--- config.mk ---
export PLATFORM = sky130hd
export DESIGN_NAME = rs_slot_alloc
export DESIGN_NICKNAME = d
export VERILOG_FILES = /design/src/rtl/rs_slot_alloc.sv
export SDC_FILE = /design/constraint.sdc
export NUM_CORES = 1
export LEC_CHECK = 0
export BUFFER_PORTS_ARGS = -buffer_cell sky130_fd_sc_hd__buf_4
export CAP_MARGIN = 20
export CORE_MARGIN = 5
export CORE_UTILIZATION = 50
export DETAILED_ROUTE_END_ITERATION = 10
export MAX_ROUTING_LAYER = met4
export PLACE_DENSITY_LB_ADDON = 0.12
export SYNTH_ARGS = -nofsm -noshare
export SYNTH_HDL_FRONTEND = slang
export SYNTH_SLANG_ARGS = --single-unit
--- constraint.sdc ---
create_clock -name clock -period 6.75 [get_ports clock]
set_input_delay 0.3375 -clock clock [delete_from_list [all_inputs] [get_ports clock]]
set_output_delay 0.3375 -clock clock [all_outputs]
set_load 0.005 [all_outputs]
--- src/rtl/rs_slot_alloc.sv ---
// Dual-grant slot allocator for a reservation station: grants the lowest and
// highest free slots each cycle and tracks occupancy, free count and misuse.
module rs_slot_alloc #(
  parameter int unsigned ENTRIES = 32,
  parameter int unsigned IDX     = 5,
  parameter int unsigned CNT     = 6
) (
  input  logic               clock,
  input  logic               reset,
  input  logic [1:0]         alloc_req,
  input  logic [ENTRIES-1:0] free_en,
  input  logic               flush,
  output logic [1:0]         alloc_gnt,
  output logic [IDX-1:0]     alloc_idx0,
  output logic [IDX-1:0]     alloc_idx1,
  output logic [ENTRIES-1:0] busy,
  output logic [CNT-1:0]     free_count,
  output logic               full,
  output logic               free_err
);

  logic [ENTRIES-1:0] busy_q, busy_d;
  logic [CNT-1:0]     free_count_q, free_count_d;
  logic               full_q, full_d;
  logic               free_err_q, free_err_d;

  logic [ENTRIES-1:0] free_vec;
  logic [IDX-1:0]     idx_lo, idx_hi;
  logic [1:0]         gnt;

  // Low/high priority encoders; both fall back to 0 when nothing is free.
  always_comb begin
    free_vec = ~busy_q;
    idx_lo   = '0;
    idx_hi   = '0;
    for (int unsigned i = 0; i < ENTRIES; i++) begin
      if (free_vec[ENTRIES-1-i]) idx_lo = IDX'(ENTRIES-1-i);
      if (free_vec[i])           idx_hi = IDX'(i);
    end
  end

  // Grant 1 needs a second distinct free slot, so one free slot gives grant 0 only.
  always_comb begin
    gnt = '0;
    if (!flush && alloc_req[0] && (free_count_q != '0)) begin
      gnt[0] = 1'b1;
      if (alloc_req[1] && (free_count_q >= CNT'(2))) gnt[1] = 1'b1;
    end
  end

  always_comb begin
    busy_d     = '0;
    free_err_d = free_err_q;
    if (!flush) begin
      busy_d = busy_q & ~free_en;
      if (gnt[0]) busy_d[idx_lo] = 1'b1;
      if (gnt[1]) busy_d[idx_hi] = 1'b1;
      free_err_d = free_err_q | (|(free_en & ~busy_q));
    end
  end

  always_comb begin
    free_count_d = '0;
    for (int unsigned i = 0; i < ENTRIES; i++) begin
      free_count_d = free_count_d + CNT'(~busy_d[i]);
    end
    full_d = (free_count_d == '0);
  end

  always_ff @(posedge clock or negedge reset) begin
    if (!reset) begin
      busy_q       <= '0;
      free_count_q <= CNT'(ENTRIES);
      full_q       <= 1'b0;
      free_err_q   <= 1'b0;
    end else begin
      busy_q       <= busy_d;
      free_count_q <= free_count_d;
      full_q       <= full_d;
      free_err_q   <= free_err_d;
    end
  end

  assign alloc_gnt  = gnt;
  assign alloc_idx0 = idx_lo;
  assign alloc_idx1 = idx_hi;
  assign busy       = busy_q;
  assign free_count = free_count_q;
  assign full       = full_q;
  assign free_err   = free_err_q;

endmodule

## Word-level counts from Yosys, hierarchy flattened

Index checks and enable logic that the tools add are counted.

- Input bits: 37
- Output and inout bits: 52
- Flip-flop bits (word level): 40
- Logic and storage cells: 161

- Reductions and logical operators: 9
- Muxes and demuxes: 73
- Bitwise logic cells: 39
- $lt $le $gt $ge: 5
- $add $sub $neg: 31

Operator list:

| cell | count |
|---|---|
| $mux 5 | 62 |
| $not 1->6 | 32 |
| $add 6x6->6 | 31 |
| $mux 32 | 4 |
| $and 32x32->32 | 2 |
| $not 32->32 | 2 |
| $or 32x32->32 | 2 |
| $reduce_or 32->1 | 1 |
| $lt 5x6->1 const B | 2 |
| $demux 1 s5 | 2 |
| $ge 5x1->1 const B | 2 |
| $ge 6x2->1 const B | 1 |
| $logic_not 6->1 | 1 |
| $reduce_bool 6->1 | 1 |
| $logic_and 1x1->1 | 5 |
| $mux 1 | 4 |
| $mux 2 | 1 |
| $logic_not 1->1 | 1 |
| $or 1x1->1 | 1 |

## Logic depth before layout (Yosys ltp)

Gate-level depths: netlist (run 1).

- Word-level depth: 76
- Mapped depth: 26
- Mapped depth without buffers: 24

## Worst setup path after synthesis (run 1)

Ideal clock, no wire load.

- Path kind: flip-flop to flip-flop
- From: register free_count_q[3], in the netlist free_count[3]
- To: register full_q, in the netlist full
- Required time: 6649 ps
- Clock period less this slack: 6612 ps
- Arrival: 6511 ps
- Library setup time: 101 ps
- Path buffers: 1
- Stages on the path, launching flop included: 23
- Path slack: 138 ps
- Cell sequence: dfrtp_1 -> or4_1 -> o31a_1 -> nand2_2 -> nor4_1 -> nor2b_1 -> buf_2 -> a221oi_1 -> fa_1 -> fa_1 -> fa_1 -> fa_1 -> fa_1 -> inv_1 -> fa_1 -> inv_1 -> ha_1 -> a21o_1 -> a21oi_1 -> nor2b_1 -> o21a_1 -> or3_1 -> nor4_1

- Word-level cells in the longest chain between the ends: 41
- Elaborated cells on any way between the ends: 75
- Classes of those cells: add/sub: 31; order compare: 1; mux: 6; bitwise: 33; reduce/logical: 4

RTL lines:

| what | line | source |
|---|---|---|
| start, declared | 23 | `logic [CNT-1:0] free_count_q, free_count_d;` |
| start signal, assigned | 73 | `free_count_q <= CNT'(ENTRIES);` |
| start signal, assigned | 78 | `free_count_q <= free_count_d;` |
| $reduce_bool 6->1 * | 45 | `if (!flush && alloc_req[0] && (free_count_q != '0)) begin` |
| $logic_and 1x1->1 * | 45 |  |
| $mux 2 * | 45 |  |
| net alloc_gnt[0] | 13 | `output logic [1:0] alloc_gnt,` |
| $mux 32 * | 56 | `if (gnt[0]) busy_d[idx_lo] = 1'b1;` |
| $mux 32 * | 54 | `if (!flush) begin` |
| $or 32x32->32 (no source line) | n/a |  |
| $mux 32 * | 57 | `if (gnt[1]) busy_d[idx_hi] = 1'b1;` |
| $mux 32 * | 54 |  |
| $not 1->6 | 65 | `free_count_d = free_count_d + CNT'(~busy_d[i]);` |
| $add 6x6->6 (30 in a row) | 65 |  |
| $add 6x6->6 * | 65 |  |
| net free_count_d[5] | 23 |  |
| $logic_not 6->1 * | 67 | `full_d = (free_count_d == '0);` |
| net full_d | 24 | `logic full_q, full_d;` |
| end signal, assigned | 79 | `full_q <= full_d;` |
| end, declared | 24 |  |

The timed path passes the listed nets; every way through them passes the cells marked *. The select of a mux whose other input is x is not followed.
A chain may end at the register's enable or synchronous reset.

## Worst setup path after layout (run 1)

- From: register free_count_q[3], in the netlist free_count[3]
- To: register full_q, in the netlist full

- Word-level cells in the longest chain between the ends: 41
- Elaborated cells on any way between the ends: 75
- Classes of those cells: add/sub: 31; order compare: 1; mux: 6; bitwise: 33; reduce/logical: 4

RTL lines:

| what | line |
|---|---|
| branches (longest 2 deep; another with $ge 6x2->1) | n/a |
| $mux 2 * | 45 |
| $mux 32 | 56 |
| $mux 32 | 54 |
| $or 32x32->32 (no source line) | n/a |
| $mux 32 * | 57 |
| $mux 32 * | 54 |
| $not 1->6 | 65 |
| $add 6x6->6 (30 in a row) | 65 |
| $add 6x6->6 * | 65 |
| net free_count_d[4] | 23 |
| $logic_not 6->1 * | 67 |
| net full_d | 24 |

Mark *: on every way through the listed nets, which the timed path passes. The select of a mux whose other input is x is not followed.

==> flow_metrics.py, run 1 <==
metrics = {
    "run": {
        "cap_violations": 0,
    },
    "clocking": {
        "cts_tree": "done",
        "clockRootBuffer": "clkbuf_8",
        "path_clk_slew_ns": 0.09,
        "cts_buffers": 5,
        "htreeDepth": 2,
        "cts_hold_buf": 0,
        "cts_sinks": 40,
        "clk_path_buf_depth": 2,
        "clock_latency_ns": 0.31,
    },
    "timing": {
        "slew_headroom_pct": 52.8,
        "rsz0062_at_grt": "true",
        "min_period_ns": 6.72,
        "setup_viol": 0,
        "fin_setup_tns_ns": 0,
        "drv_slew": 0,
        "clock_skew_ns": 0.0163,
        "finalHoldViolCount": 0,
        "fin_crit_sh_pct": 99.6,
        "tightestPinTransition_ns": 0.704,
        "timing.fmax_mhz": 149,
    },
    "critical_path": {
        "r2r_start": "free_count[3]",
        "crit_required_ns": 6.97,
        "r2r_slack_ns": 0.03,
        "reg2regPathDepth": 21,
        "cp.arrival_ns": 6.94,
        "crit_path_max_incr_delay_ns": 0.59,
        "path_class": "reg -> reg",
        "worstReg2RegEnd": "full",
        "path_common_cell": "fa_1",
        "end_kind": "flop",
        "slowest_stage": "fa_2",
        "path_max_fanout": 4,
        "crit_path_start_kind": "flop",
        "cp_cell_sequence": "or4_4, o31a_1, nand2_2, nor4_1, and2_1, a211oi_2, fa_1, fa_2, fa_1, fa_2, fa_1, fa_1, ha_2, inv_1, fa_2, inv_1, a21o_1, a21oi_1, xnor2_1, or3_4, nor4_2",
    },
    "global_routing": {
        "grt_pass1_vias": 4870,
        "grt.overflow.total": 0,
        "grtUsageTotal_pct": 36.6,
        "grt_max_degree": 41,
        "grt_pass1_wl_mm": 26.7,
        "antenna_found_initial": 1,
    },
    "placement": {
        "placement.cell_area_sq_um": 5550,
        "place_hpwl_mm": 14.0,
        "place.gp.congestion": 1.09,
        "io_buffers": 88,
    },
    "synthesis": {
        "ys_seq_area_share_pct": 25.8,
        "netlist_area_sq_um": 3880,
        "syn_inst": 433,
        "synthArstFlopShare_pct": 100,
        "synth_edf_count": 0,
        "synth.top_cells.by_area": "dfrtp_1 25%, fa_1 12%, a221o_1 8.0%",
        "synth.top_cell.area_share_pct": 25.1,
        "synth_area_per_cell_sq_um": 8.97,
        "ys_seq_elements": 40,
        "syn_nets": 501,
        "synth_top_area_cell": "dfrtp_1",
        "ys_warn_count": 0,
        "synth_top_flop_cell": "dfrtp_1",
        "synthDistinctLibCells": 63,
    },
    "final_layout": {
        "nNetsFinal": 706,
        "area_delta_synth_final_pct": 51.2,
        "postLayoutCellArea_sq_um": 5870,
        "fillers": 560,
        "drive_gt1_share_pct": 45.5,
    },
    "hold_path": {
        "hold_class": "in -> async",
    },
    "die": {
        "chipWidth_microns": 98.1,
        "rows": 32,
        "dieHeight_microns": 98.1,
        "fp.coreArea_sq_um": 7650,
        "io_pins": 89,
        "start_util_pct": 50.8,
        "dieArea_sq_um": 9630,
    },
    "power_and_ir_drop": {
        "pwr-share-comb_pct": 29.3,
        "p_leak_nw": 2.52,
        "clockPowerShare_pct": 30.6,
        "p_sw_share_pct": 30.5,
        "ir_worst_vdd_mv": 0.203,
        "power.internal_mw": 0.473,
        "power.density_nw_per_um2": 116,
        "power_switching_mw": 0.207,
        "p_seq_share_pct": 40.1,
    },
    "detailed_routing": {
        "first_iter_violations": 626,
        "num_vias": 4927,
        "drt_wl_total_mm": 17.2,
        "drt-pass1-iter-count": 6,
        "vias_per_cell": 6.64,
        "drc": 0,
        "antenna_left": 0,
        "wire_per_inst_microns": 23.1,
    },
    "outcome": {
        "status": "finished, final reports clean",
    },
}
[layout make-up]
| cell class | count | area (sq um) | share of cell area (%) |
|---|---|---|---|
| diodes | 1 | 2.50 | 0.0426 |
| repair buffers | 219 | 1660 | 28.3 |
| inverters | 51 | 191 | 3.26 |
| flip-flops and latches | 40 | 1020 | 17.4 |
| clock buffers | 5 | 68.8 | 1.17 |
| well taps | 102 | 128 | 2.17 |
| clock inverters | 3 | 42.5 | 0.725 |
| multi-input cells | 321 | 2760 | 47.0 |
[how the worst max path moves through the flow]
stage	from	to	slack (ns)	cells after the start
2_1_floorplan	free_count[3]	full	0.14	22
3_3_place_gp	busy[6]	full	-0.21	23
3_5_place_dp	busy[3]	full	-0.35	23
4_1_cts	busy[27]	full	0.006	23
5_1_grt	free_count[3]	full	-0.17	21
6_report	free_count[3]	full	0.03	21
[metrics by stage]
step	util [%]	power (mW)	hold WS [ns]	instances	worst slack (ns)
5_1_grt	76.8	0.705	0.0343	742	-0.168
3_3_place_gp	72.5	0.455	0.354	730	-0.210
4_1_cts	75.6	0.670	0.0276	740	0.00599
6_report	76.8	0.680	0.00158	742	0.0274
2_1_floorplan	-	0.347	0.0419	433	0.138
3_5_place_dp	72.5	0.462	0.358	730	-0.354
[kinds of logic (layout without fill, tap and decap cells)]
logic type | after synthesis | in the layout | share of synthesized area (%)
AOI/OAI and AO/OA | 137 | 137 | 29.3
xor gates and xnor gates | 3 | 3 | 0.677
adders and majority gates | 31 | 31 | 14.6
buffers and inverters | 72 | 278 | 7.44
DFF | 40 | 40 | 25.8
other | 0 | 1 | 0
and+or+nand+nor | 150 | 150 | 22.2
[synth_stat cells, types with 12 or more instances]
master,n
nand2_1,24
a21oi_1,14
fa_1,24
inv_1,48
nand4_1,12
a221oi_1,22
dfrtp_1,39
nor2_1,19
a221o_1,31
nor3_1,24
nor2b_1,15
[metal layers]
layer	vias to the layer above	track usage [%]	part of all wire (%)
li1	2080	-	-
met1	2349	47.2	37
met2	405	55.9	47
met3	93	8.43	11
met4	0	14.5	5.1
met5	-	-	0
[critical path: cells and delay by family, from the launching register on]
kind / cells / cell delay [ns]
compound gates: 4 / 0.87
fa+ha+maj: 8 / 3.61
flops: 1 / 0.40
simple gates: 6 / 1.50
xor+xnor: 1 / 0.15
buf+inv: 2 / 0.11
[timing repair]
| item | in CTS | in global routing |
|---|---|---|
| buffers inserted | 2 | 1 |
| resized for setup | 27 | 27 |
| setup endpoints to repair | 1 | 1 |
| pin swaps | 6 | 13 |
[power groups by stage]
stage               combinational [mW]  clock [mW]  sequential (mW)
floorplan                       0.0730           0            0.274
global placement                 0.181           0            0.274
detailed placement               0.187           0            0.275
CTS                              0.191       0.207            0.271
global route                     0.214       0.216            0.274
finish                           0.199       0.208            0.273
[sequential cells by signal, indices dropped and copies added, names as in the netlist]
signal / flops
busy: 32
free_count: 6
free_err: 1
full: 1
[cells in the final DEF, fill, tap and decap left out, drive strengths merged, types with 15 or more instances in the layout]
cell    instances
nor3           25
a21oi          16
fa             24
nor2b          15
a221o          31
dfrtp          39
inv            51
buf           219
a221oi         22
nand2          25
nor2           20
Power figures use the tool's default switching activity.
==> run 2, diff against run 1 <==
--- a/config.mk
+++ b/config.mk
@@ -8,7 +8,7 @@
 export BUFFER_PORTS_ARGS = -buffer_cell sky130_fd_sc_hd__buf_4
 export CAP_MARGIN = 20
 export CORE_MARGIN = 5
-export CORE_UTILIZATION = 50
+export CORE_UTILIZATION = 30
 export DETAILED_ROUTE_END_ITERATION = 10
 export MAX_ROUTING_LAYER = met4
 export PLACE_DENSITY_LB_ADDON = 0.12
==> flow_metrics.py, run 2 (synthesis results as in run 1) <==
metrics = {
    "outcome": {
        "status": "finished, final reports clean",
    },
    "timing": {
        "setup_slack_ns": 0.0189,
        "fin_crit_sh_pct": 99.7,
        "timing.fmax_mhz": 149,
        "finalHoldViolCount": 0,
        "whs_ns": 0.0483,
        "clock_skew_ns": 0.00382,
        "slew_headroom_pct": 55.8,
        "tightestPinTransition_ns": 0.646,
        "min_period_ns": 6.73,
        "rsz0062_at_grt": "true",
        "setup_viol": 0,
        "drv_slew": 0,
    },
    "global_routing": {
        "grt.overflow.total": 0,
        "grtUsageTotal_pct": 26.1,
        "grt_max_degree": 41,
        "antenna_found_initial": 0,
        "grtUsageMet2_pct": 40.8,
        "grt_pass1_vias": 4758,
        "use_met1_pct": 34.2,
        "busiest_layer": "met2",
        "grt_pass1_wl_mm": 28.4,
        "grtUsageMet3_pct": 4.68,
    },
    "critical_path": {
        "cp_cell_sequence": "buf_4, and4_1, buf_4, nand4_1, o21ai_2, nand2_1, nor2_2, a221oi_2, buf_4, fa_1, fa_2, fa_2, fa_1, fa_1, fa_1, ha_2, inv_1, fa_1, inv_1, a21o_1, a21oi_1, xnor2_1, or3_1, nor4_2",
        "crit_path_max_incr_delay_ns": 0.58,
        "crit_path_start_kind": "flop",
        "r2r_slack_ns": 0.02,
        "end_kind": "flop",
        "slowest_stage": "fa_2",
        "crit_required_ns": 6.95,
        "path_max_fanout": 9,
        "cp.arrival_ns": 6.93,
        "path_class": "reg -> reg",
        "path_common_cell": "fa_1",
    },
    "die": {
        "fp.coreArea_sq_um": 12700,
        "rows": 41,
        "io_pins": 89,
        "chipWidth_microns": 124,
        "start_util_pct": 30.6,
        "dieArea_sq_um": 15300,
        "dieHeight_microns": 124,
    },
    "placement": {
        "place.gp.congestion": 0.986,
        "place_hpwl_mm": 16.0,
        "pre_cts_ws_ns": -0.623,
        "io_buffers": 88,
    },
    "clocking": {
        "clock_latency_ns": 0.28,
        "cts_hold_buf": 0,
        "htreeDepth": 2,
        "cts_sinks": 40,
        "path_clk_slew_ns": 0.06,
        "clk_path_buf_depth": 2,
        "cts_tree": "done",
        "cts_buffers": 5,
        "clockRootBuffer": "clkbuf_16",
    },
    "detailed_routing": {
        "first_iter_violations": 497,
        "drt_wl_total_mm": 19.0,
        "antenna_left": 0,
        "wire_per_inst_microns": 22.4,
        "vias_per_cell": 5.65,
        "num_vias": 4780,
        "drc": 0,
        "drt-pass1-iter-count": 5,
    },
    "hold_path": {
        "hold_class": "in -> async",
    },
    "run": {
        "cap_violations": 0,
    },
    "final_layout": {
        "final_common_cell": "buf_4",
        "nNetsFinal": 741,
        "diodes": 0,
        "drive_gt1_share_pct": 47.0,
        "final_cell_mix": "252 x buf_4, 48 x inv_1, 32 x dfrtp_1, 31 x a221o_1",
        "largest_reg_flops": 32,
        "area_delta_synth_final_pct": 61.3,
    },
    "power_and_ir_drop": {
        "power_mw": 0.713,
        "power.density_nw_per_um2": 114,
        "ir_worst_vdd_mv": 0.132,
        "p_leak_nw": 2.73,
    },
}
run 2: what timing repair did:
action / in CTS / in global routing
resized for setup: 39 / 11
buffers inserted: 6 / 2
pin swaps: 5 / 5
cloned: 1 / 0
endpoints found under the setup margin: 4 / 1
hold endpoints to repair: 0 / 0
run 2: worst max-delay path: cells and delay by family, from the launching register on:
kind	cells	cell delay, ns
fa+ha+maj	8	3.58
simple gates	6	1.29
buf+inv	5	0.61
compound gates	4	0.53
flops	1	0.47
xor+xnor	1	0.13
run 2: path summary, 6_finish.rpt:
| check | from | endpoint | cells past startpoint |
|---|---|---|---|
| worst max-delay path | busy[21] | full | 24 |
| worst min-delay path | reset | busy[1] | 1 |
| worst max register to register | busy[21] | full | 24 |
| worst min register to register | free_err | free_err | 1 |
| max in group asynchronous | reset | busy[4] | 1 |
| min in group clock | free_en[0] | busy[0] | 3 |
run 2: routing by layer:
| metal | wire [microns] | vias up | part of all wire [%] |
|---|---|---|---|
| met4 | 668 | 0 | 3.5 |
| met1 | 7720 | 2339 | 41 |
| met3 | 1650 | 43 | 8.7 |
| li1 | - | 2150 | - |
| met5 | 0 | - | 0 |
| met2 | 8930 | 248 | 47 |
run 2: power breakdown:
part / leakage [nW] / switching [mW] / internal, mW
Combinational: 2.13 / 0.0938 / 0.106
Sequential: 0.528 / 0.0114 / 0.259
Clock: 0.0712 / 0.0959 / 0.148
run 2: cell type report:
cell class                      count  area [sq um]
Tap cell                          172           215
Inverter                           51           191
Fill cell                        1261          6410
Sequential cell                    40          1010
Timing Repair Buffer              253          1910
Clock buffer                        8           146
Multi-Input combinational cell    322          2790
run 2: through the flow:
step	cell area, sq um	TNS [ns]	std cells	utilization (%)
global placement	5850	-1.01	829	46.2
finish	6260	0	846	49.4
CTS	6200	0	844	49.0
floorplan	3880	0	433	-
global route	6260	-0.217	846	49.4
detailed placement	5850	-1.22	829	46.2
==> run 3, diff against run 2 <==
--- a/config.mk
+++ b/config.mk
@@ -7,9 +7,12 @@
 export LEC_CHECK = 0
 export BUFFER_PORTS_ARGS = -buffer_cell sky130_fd_sc_hd__buf_4
 export CAP_MARGIN = 20
+export CELL_PAD_IN_SITES_DETAIL_PLACEMENT = 1
+export CELL_PAD_IN_SITES_GLOBAL_PLACEMENT = 1
 export CORE_MARGIN = 5
 export CORE_UTILIZATION = 30
 export DETAILED_ROUTE_END_ITERATION = 10
+export GPL_ROUTABILITY_DRIVEN = 0
 export MAX_ROUTING_LAYER = met4
 export PLACE_DENSITY_LB_ADDON = 0.12
 export SYNTH_ARGS = -nofsm -noshare
==> flow_metrics.py, run 3 (synthesis results as in run 1) <==
metrics = {
    "timing": {
        "slew_headroom_pct": 58.6,
        "rsz0062_at_grt": "true",
        "setup_slack_ns": 0.0607,
        "whs_ns": 0.0204,
        "tightestPinTransition_ns": 0.605,
        "fin_crit_sh_pct": 99.1,
        "min_period_ns": 6.69,
        "timing.fmax_mhz": 149,
        "clock_skew_ns": 0.00448,
        "drv_slew": 0,
        "finalHoldViolCount": 0,
        "setup_viol": 0,
        "fin_setup_tns_ns": 0,
    },
    "outcome": {
        "status": "finished, final reports clean",
    },
    "final_layout": {
        "fin_util_pct": 47.8,
        "nNetsFinal": 699,
        "postLayoutCellArea_sq_um": 6060,
        "area_delta_synth_final_pct": 56.0,
        "final_common_cell": "buf_4",
        "drive_gt1_share_pct": 46.5,
        "largest_reg_flops": 32,
        "fillers": 1503,
        "final_cell_mix": "209 x buf_4, 47 x inv_1, 31 x a221o_1",
        "multiInputGateArea_sq_um": 2860,
        "register_area_sq_um": 1020,
        "diodes": 0,
        "final_cells": 804,
    },
    "detailed_routing": {
        "first_iter_violations": 364,
        "drt_wl_total_mm": 19.2,
        "vias_per_cell": 5.80,
        "wire_per_inst_microns": 23.9,
        "num_vias": 4665,
        "drt-pass1-iter-count": 5,
        "antenna_left": 0,
        "drc": 0,
    },
    "die": {
        "start_util_pct": 30.6,
        "dieHeight_microns": 124,
        "dieArea_sq_um": 15300,
        "io_pins": 89,
        "chipWidth_microns": 124,
        "rows": 41,
        "fp.coreArea_sq_um": 12700,
    },
    "global_routing": {
        "grt_pass1_vias": 4893,
        "grt_max_degree": 41,
        "grt.overflow.total": 0,
        "grt_pass1_wl_mm": 28.7,
        "grtUsageTotal_pct": 25.8,
        "antenna_found_initial": 0,
    },
    "power_and_ir_drop": {
        "p_leak_nw": 2.52,
        "clockPowerShare_pct": 34.0,
        "ir_worst_vdd_mv": 0.116,
        "p_seq_share_pct": 37.9,
        "p_sw_share_pct": 28.5,
        "power_switching_mw": 0.204,
        "pwr-share-comb_pct": 28.2,
        "power_mw": 0.718,
        "power.internal_mw": 0.514,
        "power.density_nw_per_um2": 118,
    },
    "critical_path": {
        "crit_path_start_kind": "flop",
        "r2r_slack_ns": 0.06,
        "cp.arrival_ns": 6.88,
        "end_kind": "flop",
        "path_common_cell": "fa_1",
        "worstReg2RegEnd": "full",
        "path_max_fanout": 5,
        "slowest_stage": "fa_1",
        "endpoint": "full",
        "r2r_start": "busy[17]",
        "reg2regPathDepth": 23,
        "cp_cell_sequence": "buf_4, and4_1, nand4_1, nor2_2, nand2_2, nor2_2, a221oi_1, buf_4, fa_1, fa_1, fa_1, fa_1, fa_1, inv_1, fa_1, inv_1, ha_1, a21o_1, a21oi_1, nor2b_1, o21a_1, or3_1, nor4_1",
        "crit_required_ns": 6.94,
        "crit_start": "busy[17]",
        "crit_path_max_incr_delay_ns": 0.55,
        "path_class": "reg -> reg",
    },
    "clocking": {
        "cts_tree": "done",
        "clockRootBuffer": "clkbuf_16",
        "cts_hold_buf": 0,
        "cts_buffers": 5,
        "clock_latency_ns": 0.28,
        "htreeDepth": 2,
        "clk_path_buf_depth": 2,
        "cts_sinks": 40,
        "path_clk_slew_ns": 0.06,
    },
    "hold_path": {
        "hold_class": "in -> async",
    },
    "placement": {
        "placement.cell_area_sq_um": 5510,
        "place_inst": 783,
        "io_buffers": 88,
        "place_hpwl_mm": 15.9,
        "pre_cts_ws_ns": -0.431,
    },
    "run": {
        "cap_violations": 0,
    },
}
## run 3: worst min path at each step
stage	depth (start not counted)	end	startpoint	slack, ns
floorplan	0	busy[0]	reset	0.04
global placement	1	free_count[4]	reset	0.36
detailed placement	1	free_count[4]	reset	0.36
CTS	1	free_count[4]	reset	0.06
global route	1	free_count[4]	reset	0.07
finish	1	free_count[4]	reset	0.02
## run 3: worst max-delay path, delay by kind of cell, from the launching register on
| family | cells | cell delay, ns |
|---|---|---|
| and+or+nand+nor | 8 | 1.74 |
| buffers and inverters | 4 | 0.43 |
| adders and majority gates | 7 | 3.30 |
| DFF | 1 | 0.45 |
| AOI/OAI and AO/OA | 4 | 0.66 |
## run 3: final cells by class
class,instances,area share (%)
well taps,172,3.55
inverters,51,3.16
flip-flops and latches,40,16.9
repair buffers,212,26.6
clock inverters,1,0.124
multi-input cells,321,47.3
clock buffers,7,2.35
## run 3: routing by layer
metal  track usage, %  vias up  routed length (microns)
li1                 -     2064                        -
met1             33.5     2396                     8290
met2             42.2      171                     9290
met3             3.95       34                     1200
met4             7.06        0                      427
met5                -        -                        0
## run 3: what timing repair did
item,4_1_cts,5_1_grt
pin swaps,9,8
resized for setup,46,28
buffers inserted,2,11
setup endpoints to repair,2,1
## run 3: power by group through the flow
stage                     Combinational (mW)  Clock, mW  Sequential, mW
after floorplan                       0.0730          0           0.274
after global placement                 0.192          0           0.275
after detailed placement               0.197          0           0.276
after CTS                              0.202      0.246           0.272
after global routing                   0.220      0.256           0.274
final                                  0.202      0.244           0.272
